`config.mk`:
```
export PLATFORM = sky130hd
export DESIGN_NAME = acos
export DESIGN_NICKNAME = d
export VERILOG_FILES = /design/src/rtl/acos.sv
export SDC_FILE = /design/constraint.sdc
export NUM_CORES = 1
export LEC_CHECK = 0
export ABC_AREA = 1
export CAP_MARGIN = 20
export CORE_ASPECT_RATIO = 0.7
export CORE_MARGIN = 2
export CORE_UTILIZATION = 35
export DETAILED_ROUTE_END_ITERATION = 6
export HOLD_SLACK_MARGIN = 0.08
export PLACE_DENSITY_LB_ADDON = 0.08
export SYNTH_ARGS = -nofsm -noshare
export SYNTH_HDL_FRONTEND = slang
export SYNTH_SLANG_ARGS = --single-unit
```
`constraint.sdc`:
```
create_clock -name clk -period 7.6 [get_ports clk]
set_input_delay 1.9 -clock clk [delete_from_list [all_inputs] [get_ports clk]]
set_output_delay 1.9 -clock clk [all_outputs]
set_load 0.01 [all_outputs]
```
`src/rtl/acos.sv`:
```
// BF16 arccosine in whole degrees [0,180]: decode to Q2.14, bit-serial sqrt, then 14-step CORDIC vectoring.
// Latency 32 cycles from accepted start to done (1 on invalid input); start outside IDLE is dropped.
`ifndef INPUTOUTBIT
`define INPUTOUTBIT 16
`endif

module acos (
  input  logic                    clk,
  input  logic                    rst,
  input  logic                    start,
  input  logic [`INPUTOUTBIT-1:0] a,
  output logic [`INPUTOUTBIT-1:0] result,
  output logic                    error,
  output logic                    done
);
  localparam int W = `INPUTOUTBIT;

  typedef enum logic [2:0] {
    S_IDLE   = 3'd0,
    S_DECODE = 3'd1,
    S_SQRT   = 3'd2,
    S_VECTOR = 3'd3,
    S_OUTPUT = 3'd4
  } state_t;

  state_t             state_q, state_d;
  logic [W-1:0]       a_q, a_d, result_q, result_d;
  logic               error_q, error_d, done_q, done_d, sign_q, sign_d;
  logic [14:0]        q_q, q_d, root_q, root_d;
  logic [29:0]        rad_q, rad_d;
  logic [17:0]        rem_q, rem_d;
  logic signed [17:0] x_q, x_d, y_q, y_d;
  logic signed [15:0] z_q, z_d;
  logic [3:0]         iter_q, iter_d;

  logic [7:0]         in_exp, dec_exp, shamt;
  logic [6:0]         in_man;
  logic               in_err;
  logic [14:0]        q_dec;
  logic [29:0]        q_sq;
  logic [19:0]        rem_sh, trial;
  logic               sq_bit;
  logic signed [17:0] x_sh, y_sh;
  logic signed [15:0] t_val;
  logic signed [16:0] z_rnd, deg_s;
  logic [7:0]         deg, res8;

  always_ff @(posedge clk) begin
    if (rst) state_q <= S_IDLE;
    else     state_q <= state_d;
  end

  always_comb begin
    state_d = state_q;
    case (state_q)
      S_IDLE:   if (start) state_d = in_err ? S_IDLE : S_DECODE;
      S_DECODE: state_d = S_SQRT;
      S_SQRT:   if (iter_q == 4'd14) state_d = S_VECTOR;
      S_VECTOR: if (iter_q == 4'd13) state_d = S_OUTPUT;
      S_OUTPUT: state_d = S_IDLE;
      default:  state_d = S_IDLE;
    endcase
  end

  // atan(2^-i) in Q8.8 degrees
  always_comb begin
    case (iter_q)
      4'd0:    t_val = 16'sd11520;
      4'd1:    t_val = 16'sd6801;
      4'd2:    t_val = 16'sd3593;
      4'd3:    t_val = 16'sd1824;
      4'd4:    t_val = 16'sd916;
      4'd5:    t_val = 16'sd458;
      4'd6:    t_val = 16'sd229;
      4'd7:    t_val = 16'sd115;
      4'd8:    t_val = 16'sd57;
      4'd9:    t_val = 16'sd29;
      4'd10:   t_val = 16'sd14;
      4'd11:   t_val = 16'sd7;
      4'd12:   t_val = 16'sd4;
      4'd13:   t_val = 16'sd2;
      default: t_val = 16'sd0;
    endcase
  end

  always_comb begin
    in_exp  = a[14:7];
    in_man  = a[6:0];
    in_err  = (in_exp == 8'hFF) || (in_exp > 8'd127) ||
              ((in_exp == 8'd127) && (in_man != 7'd0));

    dec_exp = a_q[14:7];
    shamt   = 8'd127 - dec_exp;
    if ((dec_exp == 8'd0) || (shamt >= 8'd15)) q_dec = 15'd0;
    else                                        q_dec = {1'b1, a_q[6:0], 7'b0} >> shamt[3:0];
    q_sq    = 30'(q_dec) * 30'(q_dec);

    // Restoring sqrt step: bring down the next two radicand bits
    rem_sh  = {rem_q, rad_q[29:28]};
    trial   = {3'b000, root_q, 2'b01};
    sq_bit  = (rem_sh >= trial);

    x_sh    = x_q >>> iter_q;
    y_sh    = y_q >>> iter_q;

    z_rnd   = {z_q[15], z_q} + 17'sd128;
    deg_s   = z_rnd >>> 8;
    if (deg_s < 17'sd0)       deg = 8'd0;
    else if (deg_s > 17'sd90) deg = 8'd90;
    else                      deg = deg_s[7:0];
    res8    = sign_q ? (8'd180 - deg) : deg;
  end

  always_comb begin
    a_d      = a_q;
    result_d = result_q;
    error_d  = 1'b0;
    done_d   = 1'b0;
    sign_d   = sign_q;
    q_d      = q_q;
    rad_d    = rad_q;
    rem_d    = rem_q;
    root_d   = root_q;
    x_d      = x_q;
    y_d      = y_q;
    z_d      = z_q;
    iter_d   = iter_q;
    case (state_q)
      S_IDLE: begin
        if (start) begin
          a_d = a;
          if (in_err) begin
            result_d = {1'b1, {(W-1){1'b0}}};
            error_d  = 1'b1;
            done_d   = 1'b1;
          end
        end
      end
      S_DECODE: begin
        sign_d = a_q[15];
        q_d    = q_dec;
        rad_d  = 30'h1000_0000 - q_sq;
        rem_d  = 18'd0;
        root_d = 15'd0;
        iter_d = 4'd0;
      end
      S_SQRT: begin
        rem_d  = sq_bit ? 18'(rem_sh - trial) : rem_sh[17:0];
        root_d = 15'({root_q, sq_bit});
        rad_d  = {rad_q[27:0], 2'b00};
        iter_d = iter_q + 4'd1;
        if (iter_q == 4'd14) begin
          x_d    = {3'b000, q_q};
          y_d    = {3'b000, root_d};
          z_d    = 16'sd0;
          iter_d = 4'd0;
        end
      end
      S_VECTOR: begin
        if (y_q > 18'sd0) begin
          x_d = x_q + y_sh;
          y_d = y_q - x_sh;
          z_d = z_q + t_val;
        end else begin
          x_d = x_q - y_sh;
          y_d = y_q + x_sh;
          z_d = z_q - t_val;
        end
        iter_d = iter_q + 4'd1;
      end
      S_OUTPUT: begin
        result_d = {{(W-8){1'b0}}, res8};
        done_d   = 1'b1;
      end
      default: ;
    endcase
  end

  always_ff @(posedge clk) begin
    if (rst) begin
      a_q      <= '0;
      result_q <= '0;
      error_q  <= 1'b0;
      done_q   <= 1'b0;
      sign_q   <= 1'b0;
      q_q      <= '0;
      rad_q    <= '0;
      rem_q    <= '0;
      root_q   <= '0;
      x_q      <= '0;
      y_q      <= '0;
      z_q      <= '0;
      iter_q   <= '0;
    end else begin
      a_q      <= a_d;
      result_q <= result_d;
      error_q  <= error_d;
      done_q   <= done_d;
      sign_q   <= sign_d;
      q_q      <= q_d;
      rad_q    <= rad_d;
      rem_q    <= rem_d;
      root_q   <= root_d;
      x_q      <= x_d;
      y_q      <= y_d;
      z_q      <= z_d;
      iter_q   <= iter_d;
    end
  end

  assign result = result_q;
  assign error  = error_q;
  assign done   = done_q;

endmodule

```
==> run summary <==
startpoint class of the critical path: register
Slowest Stage Delay on Critical Path: 0.54 ns
worst-margin pin slew: 0.9115 ns
pre-CTS worst setup slack: 0.1840 ns
endpoint class of the critical path: register
worst r2r path cells: 31
number of H-tree levels: 4
GRT met2 Usage: 28.67%
Initial Utilization: 35.29%
clock net sink count: 178
Antenna Cells: 0
number of buffers inserted by hold repair at cts: 0
layout cells sized above 1: 5.688%
width of the die: 293.4 µm
layer with the highest usage: met1
Maximum Capacitance Violations: 0
First DRT Iteration DRCs: 1324
post-detail-place hpwl: 47460 µm
leakage power summed over all cells: 10.20 nW
maximum fanout along the worst path: 11
maximum number of pins on one net before global-route repair: 77
routing usage on met1: 31.97%
number of flops mapped to enable cells by yosys: 0
initial antenna violation count: 0
input/output buffers: 29
RSZ-0062 raised after global routing: no
kind of critical path: reg2reg
register-to-register setup slack: 0.53 ns
Worst Slack Setup Final: 0.5271 ns
total wire length: 59320 µm
number of standard-cell rows in the floorplan: 74
ratio of final minimum period to clock period: 93.06%
root cell of the clock tree: sky130_fd_sc_hd__clkbuf_16
flip-flop and latch count after synthesis: 178
primary flip-flop cell chosen by synthesis mapping: sky130_fd_sc_hd__dfxtp_1
clock slew at reported path FFs: 0.08 ns
number of routed nets with antenna violations: 0
Post-layout nets: 3362
GR Layer Usage met3: 2.987%
Req. time, crit path: 7.91 ns
total chip power: 7.229 mW
Worst Skew: 0.009135 ns
mean area per synthesized cell: 6.886 µm²
Seq/Total Area, Yosys: 17.37%
floorplan die height: 206.6 µm
via count of the first global-routing pass: 18300
total global routing overflow: 0
routed via count: 18792
max_slew headroom: 39.16%
maximum clock insertion buffer count: 2
IR Drop Worst-Case VDD: 0.1954 mV
worst setup path end: rad_q[28]$_SDFFE_PP0P_
Final setup violation count: 0
clock buffers created by TritonCTS: 17
share of flip-flops with an asynchronous set or reset: 0%
post-layout util: 38.42%
worst flop-to-flop path endpoint: rad_q[28]$_SDFFE_PP0P_
crit path from: a_q[9]$_SDFFE_PP0P_
number of distinct standard cells referenced by the synthesized netlist: 60
final number of max-transition violations: 0
area added between synthesis and finish: 8.860%
All-Layer GR Usage: 20.05%
fmax: 0.1414 GHz
result of the run: finished clean
clock insertion delay at the later pin of the skew report: 0.46 ns
pwr dens: 323.6 mW/mm²
Core ar.: 0.05815 mm²
Avg Vias per Cell: 4.966
setup total negative slack: 0 ns
data arrival time at the worst-slack endpoint: 7.39 ns
synthesized instance count: 2980
DRT Pass-1 Iters: 7
routed length per placed instance: 15.68 µm
IO Pins: 37
reg-to-reg startpoint: a_q[9]$_SDFFE_PP0P_
die footprint: 0.06061 mm²
area of the mapped netlist: 0.02052 mm²
final hold violations: 0
CTS tree: built
last weighted congestion value of the routability-driven placer: 0.8802
Final Critical Period: 7.073 ns
number of warnings reported in the yosys synthesis log: 0
post-detailed-route DRC marker count: 0
first-pass GRT wire length: 97610 µm
worst min path class: reg2reg
highest-delay cell along the critical path: sky130_fd_sc_hd__fa_1
## synth_stat cells, types with 14 or more instances
cell | number | share of area (%)
sky130_fd_sc_hd__nor2_1 | 232 | 4.2
sky130_fd_sc_hd__fa_1 | 154 | 15
sky130_fd_sc_hd__xnor2_1 | 30 | 1.3
sky130_fd_sc_hd__nand4_1 | 21 | 0.64
sky130_fd_sc_hd__clkbuf_1 | 64 | 1.2
sky130_fd_sc_hd__xor2_1 | 66 | 2.8
sky130_fd_sc_hd__o211ai_1 | 22 | 0.80
sky130_fd_sc_hd__o21a_1 | 15 | 0.55
sky130_fd_sc_hd__inv_1 | 480 | 8.8
sky130_fd_sc_hd__nor3_1 | 23 | 0.56
sky130_fd_sc_hd__a22oi_1 | 16 | 0.59
sky130_fd_sc_hd__buf_2 | 18 | 0.44
sky130_fd_sc_hd__o21ai_0 | 146 | 3.6
sky130_fd_sc_hd__dfxtp_1 | 178 | 17
sky130_fd_sc_hd__nand2_2 | 29 | 0.88
sky130_fd_sc_hd__ha_1 | 178 | 11
sky130_fd_sc_hd__a21oi_1 | 272 | 6.6
sky130_fd_sc_hd__o21ai_1 | 15 | 0.37
sky130_fd_sc_hd__nand3_1 | 205 | 5.0
sky130_fd_sc_hd__a31oi_1 | 28 | 0.85
sky130_fd_sc_hd__inv_2 | 14 | 0.26
sky130_fd_sc_hd__nand2_1 | 619 | 11
## state kept, by name, indices dropped and copies added, names as in the netlist
register / flops
z_q: 16
error: 1
root_q: 15
a_q: 16
result: 9
y_q: 18
done: 1
iter_q: 4
x_q: 18
state_q: 3
rem_q: 18
q_q: 15
rad_q: 29
t_val: 14
sign_q: 1
## layout make-up
class | count | area (µm²)
inverters | 503 | 1893
clock inverters | 14 | 147.6
flip-flops and latches | 178 | 3571
fillers | 6337 | 35810
well taps | 760 | 950.9
clock buffers | 18 | 439.2
multi-input cells | 2250 | 14780
repair buffers | 61 | 560.5
## worst max-delay path, delay by kind of cell (launching register included)
kind / cells / cell delay (ns)
fa+ha+maj: 7 / 3.41
compound gates: 1 / 0.07
buf+inv: 8 / 0.75
flops: 1 / 0.45
simple gates: 15 / 2.20
## timing repair
item	4_1_cts	5_1_grt
setup buffers	0	2
gates resized for setup	0	8
endpoints found under the hold margin	0	0
setup endpoints to repair	0	15
## how the worst min path moves through the flow
stage / slack (ns) / endpoint / cells past startpoint / from
final: 0.46 / a_q[14]$_SDFFE_PP0P_ / 2 / a_q[14]$_SDFFE_PP0P_
after global routing: 0.47 / root_q[14]$_SDFFE_PP0P_ / 2 / root_q[14]$_SDFFE_PP0P_
after CTS: 0.46 / a_q[14]$_SDFFE_PP0P_ / 2 / a_q[14]$_SDFFE_PP0P_
after detailed placement: 0.45 / a_q[14]$_SDFFE_PP0P_ / 2 / a_q[14]$_SDFFE_PP0P_
after global placement: 0.45 / a_q[14]$_SDFFE_PP0P_ / 2 / a_q[14]$_SDFFE_PP0P_
after floorplan: 0.43 / a_q[14]$_SDFFE_PP0P_ / 2 / a_q[14]$_SDFFE_PP0P_
## stage by stage
step / instance area [µm²] / instances / hold WS [ns]
after floorplan: 20740 / 3038 / 0.4290
after global placement: 21670 / 3748 / 0.4501
after detailed placement: 21700 / 3749 / 0.4513
after CTS: 22290 / 3781 / 0.4628
after global routing: 22340 / 3784 / 0.4735
final: 22340 / 3784 / 0.4609
## layout by cell type, fill, tap and decap left out, types with 14 or more instances in the layout
| cell type | Yosys | layout |
|---|---|---|
| sky130_fd_sc_hd__a21oi_1 | 272 | 272 |
| sky130_fd_sc_hd__a22oi_1 | 16 | 16 |
| sky130_fd_sc_hd__a31oi_1 | 28 | 28 |
| sky130_fd_sc_hd__buf_4 | 12 | 31 |
| sky130_fd_sc_hd__clkbuf_16 | 0 | 17 |
| sky130_fd_sc_hd__clkdlybuf4s50_1 | 0 | 28 |
| sky130_fd_sc_hd__conb_1 | 2 | 60 |
| sky130_fd_sc_hd__dfxtp_1 | 178 | 174 |
| sky130_fd_sc_hd__fa_1 | 154 | 154 |
| sky130_fd_sc_hd__ha_1 | 178 | 178 |
| sky130_fd_sc_hd__inv_1 | 480 | 480 |
| sky130_fd_sc_hd__inv_2 | 14 | 14 |
| sky130_fd_sc_hd__nand2_1 | 619 | 617 |
| sky130_fd_sc_hd__nand2_2 | 29 | 31 |
| sky130_fd_sc_hd__nand3_1 | 205 | 204 |
| sky130_fd_sc_hd__nand4_1 | 21 | 21 |
| sky130_fd_sc_hd__nor2_1 | 232 | 230 |
| sky130_fd_sc_hd__nor3_1 | 23 | 23 |
| sky130_fd_sc_hd__o211ai_1 | 22 | 22 |
| sky130_fd_sc_hd__o21a_1 | 15 | 15 |
| sky130_fd_sc_hd__o21ai_0 | 146 | 144 |
| sky130_fd_sc_hd__o21ai_1 | 15 | 16 |
| sky130_fd_sc_hd__xnor2_1 | 30 | 30 |
| sky130_fd_sc_hd__xor2_1 | 66 | 66 |
## routing by layer
layer | part of all wire [%] | vias up
li1 | - | 9566
met1 | 56 | 8896
met2 | 39 | 314
met3 | 4.4 | 16
met4 | 0.45 | 0
met5 | 0 | -
## report_power, final
group | switching, mW | total, mW | internal (mW)
sequential | 0.123 | 1.20 | 1.08
combinational | 3.36 | 5.12 | 1.76
clock | 0.438 | 0.909 | 0.472
## cells by family after synthesis
| kind of cell | after synthesis | share of synthesized area, % |
|---|---|---|
| AND/OR/NAND/NOR | 1178 | 24.62 |
| XOR/XNOR | 96 | 4.098 |
| AO/OA/AOI/OAI | 582 | 16.07 |
| flip-flops | 178 | 17.37 |
| adder cells (fa/ha/maj) | 332 | 25.88 |
| multiplexers | 2 | 0.09756 |
| buffers and inverters | 610 | 11.84 |
| other | 2 | 0.03660 |
Note: power is estimated with default switching activity, not from simulation.
